--- src/rtl/utemporal_pkg.sv ---
// utemporal_pkg: shared types and constants for the temporal multiplier controller.
//   DefaultWidth  - default signed data width (operand magnitudes are DefaultWidth-1 bits)
//   ctrl_state_e  - controller FSM state encoding
package utemporal_pkg;

    localparam int unsigned DefaultWidth = 16;

    typedef enum logic [1:0] {
        StIdle,
        StLoad,
        StRun,
        StDone
    } ctrl_state_e;

endpackage

--- src/rtl/utemporal_mul_ctrl.sv ---
// utemporal_mul_ctrl: job controller for a temporal/rate-coded unary multiplier.
// Accepts one job (input and weight magnitudes), pulses mul_init to load the
// multiplier, counts product ones for a run of L cycles, then presents the count.
//
// Ports:
//   clk, rst               - clock (rising edge) and synchronous active-high reset
//   in_valid / in_ready    - job request handshake; in_data_i / in_data_w operand magnitudes
//   abort                  - cancels the current job (ignored while idle)
//   mul_init, mul_clr      - load pulse and clear to the multiplier (never together)
//   mul_data_i, mul_data_w - registered operands to the multiplier
//   mul_bit                - product bit from the multiplier
//   out_valid / out_ready  - result handshake; out_acc saturating count of mul_bit ones
//   busy                   - high whenever the controller is not idle
//
// Build option: define UTEMPORAL_EARLY_TERM_EN to make the run length equal to the
// input magnitude (zero input skips the run). Otherwise every job runs RUN_LEN cycles.
module utemporal_mul_ctrl
    import utemporal_pkg::*;
#(
    parameter int unsigned WIDTH   = DefaultWidth,
    parameter int unsigned RUN_LEN = 2 ** (WIDTH - 1)
) (
    input  logic             clk,
    input  logic             rst,
    input  logic             in_valid,
    output logic             in_ready,
    input  logic [WIDTH-2:0] in_data_i,
    input  logic [WIDTH-2:0] in_data_w,
    input  logic             abort,
    output logic             mul_init,
    output logic             mul_clr,
    output logic [WIDTH-2:0] mul_data_i,
    output logic [WIDTH-2:0] mul_data_w,
    input  logic             mul_bit,
    output logic             out_valid,
    input  logic             out_ready,
    output logic [WIDTH-2:0] out_acc,
    output logic             busy
);

    localparam int unsigned MagW    = WIDTH - 1;
    localparam int unsigned RunCntW = $clog2(RUN_LEN + 1);
    // Counter must hold either the fixed run length or an operand magnitude.
    localparam int unsigned CntW    = (RunCntW > MagW) ? RunCntW : MagW;

    localparam logic [MagW-1:0] AccMax  = '1;
    localparam logic [CntW-1:0] RunLenC = CntW'(RUN_LEN);

    ctrl_state_e     state_q, state_d;
    logic [MagW-1:0] acc_q, acc_d;
    logic [CntW-1:0] cnt_q, cnt_d;
    logic [MagW-1:0] data_i_q, data_i_d;
    logic [MagW-1:0] data_w_q, data_w_d;
    logic [CntW-1:0] run_len;

`ifdef UTEMPORAL_EARLY_TERM_EN
    assign run_len = CntW'(data_i_q);
`else
    assign run_len = RunLenC;
`endif

    always_comb begin
        state_d   = state_q;
        acc_d     = acc_q;
        cnt_d     = cnt_q;
        data_i_d  = data_i_q;
        data_w_d  = data_w_q;
        in_ready  = 1'b0;
        mul_init  = 1'b0;
        mul_clr   = 1'b0;
        out_valid = 1'b0;

        case (state_q)
            StIdle: begin
                // Held off during reset so no job is advertised until rst drops.
                in_ready = ~rst;
                if (in_valid) begin
                    data_i_d = in_data_i;
                    data_w_d = in_data_w;
                    acc_d    = '0;
                    state_d  = StLoad;
                end
            end
            StLoad: begin
                if (abort) begin
                    mul_clr = 1'b1;
                    state_d = StIdle;
                end else begin
                    mul_init = 1'b1;
                    cnt_d    = run_len;
                    state_d  = (run_len == '0) ? StDone : StRun;
                end
            end
            StRun: begin
                if (abort) begin
                    mul_clr = 1'b1;
                    state_d = StIdle;
                end else begin
                    if (mul_bit && (acc_q != AccMax)) begin
                        acc_d = acc_q + MagW'(1);
                    end
                    cnt_d = cnt_q - CntW'(1);
                    if (cnt_q <= CntW'(1)) begin
                        state_d = StDone;
                    end
                end
            end
            StDone: begin
                mul_clr = 1'b1;
                if (abort) begin
                    state_d = StIdle;
                end else begin
                    out_valid = 1'b1;
                    if (out_ready) begin
                        state_d = StIdle;
                    end
                end
            end
            default: state_d = StIdle;
        endcase
    end

    always_ff @(posedge clk) begin
        if (rst) begin
            state_q  <= StIdle;
            acc_q    <= '0;
            cnt_q    <= '0;
            data_i_q <= '0;
            data_w_q <= '0;
        end else begin
            state_q  <= state_d;
            acc_q    <= acc_d;
            cnt_q    <= cnt_d;
            data_i_q <= data_i_d;
            data_w_q <= data_w_d;
        end
    end

    assign mul_data_i = data_i_q;
    assign mul_data_w = data_w_q;
    assign out_acc    = acc_q;
    assign busy       = (state_q != StIdle);

endmodule

--- config.mk ---
export PLATFORM = sky130hd
export DESIGN_NAME = utemporal_mul_ctrl
export DESIGN_NICKNAME = d
export VERILOG_FILES = /design/src/rtl/utemporal_pkg.sv /design/src/rtl/utemporal_mul_ctrl.sv
export SDC_FILE = /design/constraint.sdc
export NUM_CORES = 1
export LEC_CHECK = 0
export CAP_MARGIN = 25
export CELL_PAD_IN_SITES_DETAIL_PLACEMENT = 0
export CELL_PAD_IN_SITES_GLOBAL_PLACEMENT = 1
export CORE_MARGIN = 3
export CORE_UTILIZATION = 35
export CTS_BUF_LIST = sky130_fd_sc_hd__clkbuf_4 sky130_fd_sc_hd__clkbuf_8
export DETAILED_ROUTE_END_ITERATION = 8
export HOLD_SLACK_MARGIN = 0.08
export PLACE_DENSITY = 0.92
export SETUP_SLACK_MARGIN = 0.05
export SYNTH_ARGS = -nofsm -noshare
export SYNTH_HDL_FRONTEND = slang
export SYNTH_SLANG_ARGS = --single-unit
--- constraint.sdc ---
create_clock -name clk -period 5.4 [get_ports clk]
set_clock_uncertainty 0.05 [all_clocks]
set_input_delay 0.54 -clock clk [delete_from_list [all_inputs] [get_ports clk]]
set_output_delay 0.54 -clock clk [all_outputs]
set_load 0.01 [all_outputs]
==> metrics.md, run 1 <==
| Metric | Value |
|---|---|
| Status | complete, no violations |
| Tcrit/Tclk final | 47.9% |
| Critical Path RT | 4810 ps |
| Antenna violations before repair | 0 |
| DRC violation count after routing | 0 |
| Post-DP HPWL | 4.97 mm |
| Largest net degree at the start of global routing | 46 |
| Slew Limit Fails | 0 |
| Ratio of cells with drive above 1 in the final layout | 6.45% |
| Largest cells by area after synthesis | dfxtp_1 (45%), nand2_1 (10%), a21oi_1 (8.4%) |
| Post-synth EDFFs | 0 |
| R2R depth | 6 |
| Ys flop type | dfxtp_1 |
| GPL Wtd Cong | 0.775 |
| Most used cell along the critical path | clkdlybuf4s50_1 |
| Resize count post-CTS | 0 |
| Vias | 2708 |
| Drt wl/cell | 13.1 µm |
| Setup Viol. Count Final | 0 |
| Ys async rst share | 0% |
| Layout Cells excl Fill | 536 |
| Post-Syn Area | 2820 µm² |
| DRT iter0 DRCs | 115 |
| Ant. Diodes | 0 |
| Reg-to-reg slack, setup | 2990 ps |
| Synth top area share | 44.8% |
| Pleak | 1.39 nW |
| Final Hold Violating Endpoints | 0 |
| Startpoint types | primary input |
| Die Area | 9160 µm² |
| Clock root buffer | clkbuf_8 |
| Initial Utilization | 36.3% |
| CTS Buffer Depth | 2 |
| IO Pins | 86 |
| Worst-path cell chain | clkdlybuf4s50_1 > buf_4 > nor2_1 > clkdlybuf4s50_1 |
| Slowest cell on the critical path | clkdlybuf4s50_1 |
| Worst hold path class | reg2reg |
| Post-CTS Setup Bufs | 0 |
| P per Cell Area | 287 nW/µm² |
| Syn Area/Cell | 8.14 µm² |
| Final #Nets | 472 |
| Number of H-tree levels | 3 |
| Area of the core | 7770 µm² |
| Num Clock Sinks | 63 |
| Total Wirelength | 7.03 mm |
| Simple-gate share of the synthesized area | 28.5% |
| First-pass GRT wire length | 11.1 mm |
| Buf/Inv on CP | 3 |
| Drt pass-1 iters | 4 |
| Worst ir drop on vdd | 173 µV |
| Slew of the pin with the lowest slew margin | 563 ps |
| Worst setup EP type | primary output |
| Worst Hold End | mul_data_w[7] |
| Rows | 32 |
| Die extent in x | 95.7 µm |
| Number of global-route vias before repair | 2412 |
| XOR/XNOR Fraction of Synth Area | 1.55% |
| Antenna viol nets, final | 0 |
| CTS Hold Bufs | 0 |
| Mux cell area share after synthesis | 2.89% |
| Ys Warns | 0 |
| Synth unique cells | 42 |
| Main combinational cell family by area after synthesis | simple AND/OR/NAND/NOR gates |
| Minimum clock period | 2580 ps |
| Critical path's top delay family | buffers and inverters |
| Crit path kind | in2out |
| Total GRT Usage | 15.3% |
| Adder-cell share of the synthesized area | 3.11% |
| Worst r2r src | state_q[0] |
| Clk pin slew, worst setup/hold paths | 70 ps |
| RSZ-0062 raised after global routing | false |
| Seq cells post-synth | 63 |
| Port-buffer cells | 85 |
| Area delta synth->final | 41.5% |
| Syn_nets | 389 |
| Clk Latency, worst-skew pair | 340 ps |
| Setup TNS | 0 ps |
| Die height | 95.7 µm |
| Rel. slew slack | 62.2% |
| Max Cap Viol | 0 |
| Dpl cells | 518 |
| Worst Path Max Fanout | 45 |
| DR vias/cell | 5.05 |
| Dominant cell type by area after synthesis | dfxtp_1 |
| CP peak stage delay | 500 ps |
| CP arrival | 1990 ps |
| TritonCTS buffer count | 9 |
| RR Endpoint | out_acc[4] |
| Seq/Total Area, Yosys | 44.8% |
| CTS tree | done |
| Synth Instances | 346 |
| Total grt overflow | 0 |
| Synth Area in Compound Gates | 15.4% |
| Hold Path Origin | mul_data_w[7] |
| Hold Crit Depth | 2 |
| Peak Freq | 0.387 GHz |
-- Yosys cell counts, types with 4 or more instances --
cell and instances:
nor2_1 16, nand2_1 75, a21oi_1 47, or4_1 9, mux2i_1 7, ha_1 7
dfxtp_1 63, o21ai_0 6, o31ai_1 10, clkbuf_1 12, or3_1 15, buf_2 4
nand2b_1 4, nand3_1 11, inv_1 10, nor4_1 11
-- worst max-delay path by stage --
stage,to,cells past startpoint,from,slack (ps)
after floorplan,in_ready,4,rst,3390
after global routing,in_ready,4,rst,2720
after CTS,in_ready,4,rst,2810
after detailed placement,out_acc[8],5,abort,2580
after global placement,out_acc[8],5,abort,2660
final,in_ready,4,rst,2820
-- cells in the final DEF, fill, tap and decap left out, types with 10 or more instances in the layout --
cell type         n
nor4_1           11
or3_1            15
inv_1            10
nand2_1          75
dfxtp_1          63
a21oi_1          47
nor2_1           16
clkdlybuf4s50_1  85
nand3_1          11
o31ai_1          10
-- cell families (layout without fill, tap and decap cells) --
kind of cell | count (synthesis) | count (layout)
compound gates | 75 | 75
flops | 63 | 63
xor+xnor | 5 | 5
mux | 8 | 8
simple gates | 161 | 161
buf+inv | 27 | 115
fa+ha+maj | 7 | 7
-- per-layer routing --
layer / part of all wire (%) / up-vias / GRT usage, %
met4: 1.5 / 0 / 6.99
li1: - / 1389 / -
met5: 0 / - / 0
met3: 3.6 / 9 / 3.13
met1: 47 / 1262 / 20.4
met2: 48 / 48 / 23.7
-- through the flow --
| stage | area, µm² | util (%) | setup WS, ps | power [mW] | hold slack (ps) |
|---|---|---|---|---|---|
| after global placement | 3740 | 48.2 | 2660 | 0.740 | 391 |
| after CTS | 3930 | 50.6 | 2810 | 1.15 | 406 |
| after floorplan | 2820 | - | 3390 | 0.650 | 401 |
| final | 3990 | 51.3 | 2820 | 1.14 | 404 |
| after detailed placement | 3740 | 48.2 | 2580 | 0.744 | 397 |
| after global routing | 3990 | 51.3 | 2720 | 1.20 | 426 |
-- tightest hold or removal path, delay by kind of cell (launching register included) --
kind               cells  cell delay (ps)
DFF                    1              310
and+or+nand+nor        1               50
AOI/OAI and AO/OA      1               50
-- power by group --
| group | total, mW | internal (mW) | switching (mW) |
|---|---|---|---|
| Sequential | 0.516 | 0.495 | 0.0209 |
| Combinational | 0.227 | 0.113 | 0.114 |
| Clock | 0.400 | 0.216 | 0.184 |
| Total | 1.14 | 0.824 | 0.319 |
-- state kept, by name (all words and copies together) (netlist names) --
name        flops
cnt_q          16
state_q         2
out_acc        15
mul_data_i     15
mul_data_w     15
-- layout make-up --
type                            count  area, µm²
Multi-Input combinational cell    256       1450
Inverter                           10       37.5
Tap cell                          102        128
Clock buffer                       10        131
Timing Repair Buffer               89        918
Fill cell                         741       3780
Clock inverter                      6       61.3
Sequential cell                    63       1260
No activity file was read; power rests on OpenSTA's default activity.
==> run 2, diff against run 1 <==
==> constraint.sdc (replaced) <==
create_clock -name clk -period 2.52 [get_ports clk]
set_clock_uncertainty 0.05 [all_clocks]
set_input_delay 0.252 -clock clk [delete_from_list [all_inputs] [get_ports clk]]
set_output_delay 0.252 -clock clk [all_outputs]
set_load 0.01 [all_outputs]
==> metrics.md, run 2 (synthesis gave the netlist of run 1 again) <==
| Metric | Value |
|---|---|
| Setup Viol. Count Final | 0 (unchanged) |
| Post-DP HPWL | 5.20 mm (was 4.97 mm) |
| Drt wl/cell | 13.5 µm (was 13.1 µm) |
| Startpoint types | register (was primary input) |
| Setup TNS | 0 ps (unchanged) |
| DRC violation count after routing | 0 (unchanged) |
| CP peak stage delay | 550 ps (was 500 ps) |
| Total grt overflow | 0 (unchanged) |
| Antenna viol nets, final | 0 (unchanged) |
| Ratio of cells with drive above 1 in the final layout | 7.52% (was 6.45%) |
| Top reg by flops | cnt_q (unchanged) |
| Fill count | 748 (was 741) |
| Antenna violations before repair | 0 (unchanged) |
| Number of H-tree levels | 3 (unchanged) |
| Minimum clock period | 2170 ps |
| Commonest cells after routing, fill and taps aside | clkdlybuf4s50_1 (85), nand2_1 (75), dfxtp_1 (63) (unchanged) |
| Die extent in x | 95.7 µm (unchanged) |
| Final Hold Violating Endpoints | 0 (unchanged) |
| Rel. slew slack | 59.6% (was 62.2%) |
| Vias | 2764 (was 2708) |
| Slew Limit Fails | 0 (unchanged) |
| Crit path kind | reg2out (was in2out) |
| Pleak | 1.38 nW (was 1.39 nW) |
| Worst-path cell chain | inv_1 > ha_1 > inv_1 > nor2_1 > clkdlybuf4s50_1 (was clkdlybuf4s50_1 > buf_4 > nor2_1 > clkdlybuf4s50_1) |
| Number of global-route vias before repair | 2397 (was 2412) |
| DR vias/cell | 5.11 (was 5.05) |
| Max Cap Viol | 0 (unchanged) |
| Drt pass-1 iters | 5 (was 4) |
| RSZ-0062 raised after global routing | false (unchanged) |
| CTS tree | done (unchanged) |
| Most common cell after layout, fill and taps aside | clkdlybuf4s50_1 (unchanged) |
| CP arrival | 1870 ps (was 1990 ps) |
| TritonCTS buffer count | 9 (unchanged) |
| Worst Path Max Fanout | 7 (was 45) |
| CTS Hold Bufs | 0 (unchanged) |
| Area occupied by multi-input gates | 1450 µm² (unchanged) |
| Tcrit/Tclk final | 86.2% |
| Slowest cell on the critical path | clkdlybuf4s50_1 (unchanged) |
| Peak Freq | 0.460 GHz |
| CTS Buffer Depth | 2 (unchanged) |
| Max reg flops | 16 (unchanged) |
| Reg-to-reg slack, setup | 470 ps (was 2990 ps) |
| Buf/Inv on CP | 3 (unchanged) |
| Die Area | 9160 µm² (unchanged) |
| Slew of the pin with the lowest slew margin | 601 ps (was 563 ps) |
| Total GRT Usage | 15.6% (was 15.3%) |
| Most used cell along the critical path | inv_1 (was clkdlybuf4s50_1) |
| Placement Setup Slack | 437 ps (was 2580 ps) |
| Clock root buffer | clkbuf_8 (unchanged) |
| Critical Path RT | 2220 ps (was 4810 ps) |
| Worst hold path class | reg2reg (unchanged) |
| Initial Utilization | 36.3% (unchanged) |
| Final #Nets | 477 (was 472) |
| Worst hold slack | 405 ps (was 404 ps) |
| GPL Wtd Cong | 0.777 (was 0.775) |
| Clk Latency, worst-skew pair | 340 ps (about the same) |
| Die height | 95.7 µm (unchanged) |
| Area of the core | 7770 µm² (unchanged) |
| Resize count post-CTS | 0 (unchanged) |
| Core Util, Final | 51.0% (was 51.3%) |
| First-pass GRT wire length | 11.2 mm (was 11.1 mm) |
| Sequential Area | 1260 µm² (unchanged) |
| Critical path's top delay family | buffers and inverters (unchanged) |
| Num Clock Sinks | 63 (unchanged) |
| DRT iter0 DRCs | 94 (was 115) |
| IO Pins | 86 (unchanged) |
| P per Cell Area | 593 nW/µm² (was 287 nW/µm²) |
| Largest net degree at the start of global routing | 33 (was 46) |
| Worst setup EP type | primary output (unchanged) |
| Ant. Diodes | 0 (unchanged) |
| Status | complete, no violations (unchanged) |
| Port-buffer cells | 85 (unchanged) |
| Worst ir drop on vdd | 381 µV (was 173 µV) |
| Rows | 32 (unchanged) |
| Final setup margin | 347 ps (was 2820 ps) |
| Post-CTS Setup Bufs | 0 (unchanged) |
| Clk pin slew, worst setup/hold paths | 70 ps (about the same) |
| Area delta synth->final | 40.7% (was 41.5%) |
| Total Wirelength | 7.32 mm (was 7.03 mm) |
## run 2: cell type report
cell class / instances / area share, %
clock buffer: 10 / 3.32
clock inverter: 6 / 0.947
inverter: 10 / 0.947
multi-input combinational: 256 / 36.6
sequential: 63 / 31.8
tap: 102 / 3.22
timing repair buffer: 94 / 23.2
## run 2: worst paths after layout
check | startpoint | depth (start not counted) | endpoint
max | state_q[0] | 5 | in_ready
min | mul_data_w[2] | 2 | mul_data_w[2]
max reg2reg | state_q[0] | 6 | cnt_q[15]
min reg2reg | mul_data_w[2] | 2 | mul_data_w[2]
## run 2: worst register-to-register path, stage by stage (launching register included)
cell      delay, ps
dfxtp_1         340
inv_1            90
ha_1            330
o21bai_1        140
or3_1           450
or4_1           420
a31oi_1         160
## run 2: layer usage
metal	routed length [µm]	track usage, %	share of wire, %
met2	3520	25.1	48
met4	78	3.91	1.1
met3	338	4.93	4.6
met1	3380	20.3	46
met5	0	0	0
## run 2: power by group
group	internal, mW	switching (mW)
Clock	0.362	0.402
Sequential	1.06	0.0449
Combinational	0.234	0.247
Total	1.66	0.694
## run 2: per-stage QoR
| step | power (mW) | instances | instance area [µm²] |
|---|---|---|---|
| 2_1_floorplan | 1.39 | 346 | 2820 |
| 3_3_place_gp | 1.60 | 525 | 3790 |
| 3_5_place_dp | 1.61 | 525 | 3790 |
| 4_1_cts | 2.38 | 541 | 3960 |
| 5_1_grt | 2.47 | 541 | 3960 |
| 6_report | 2.35 | 541 | 3960 |
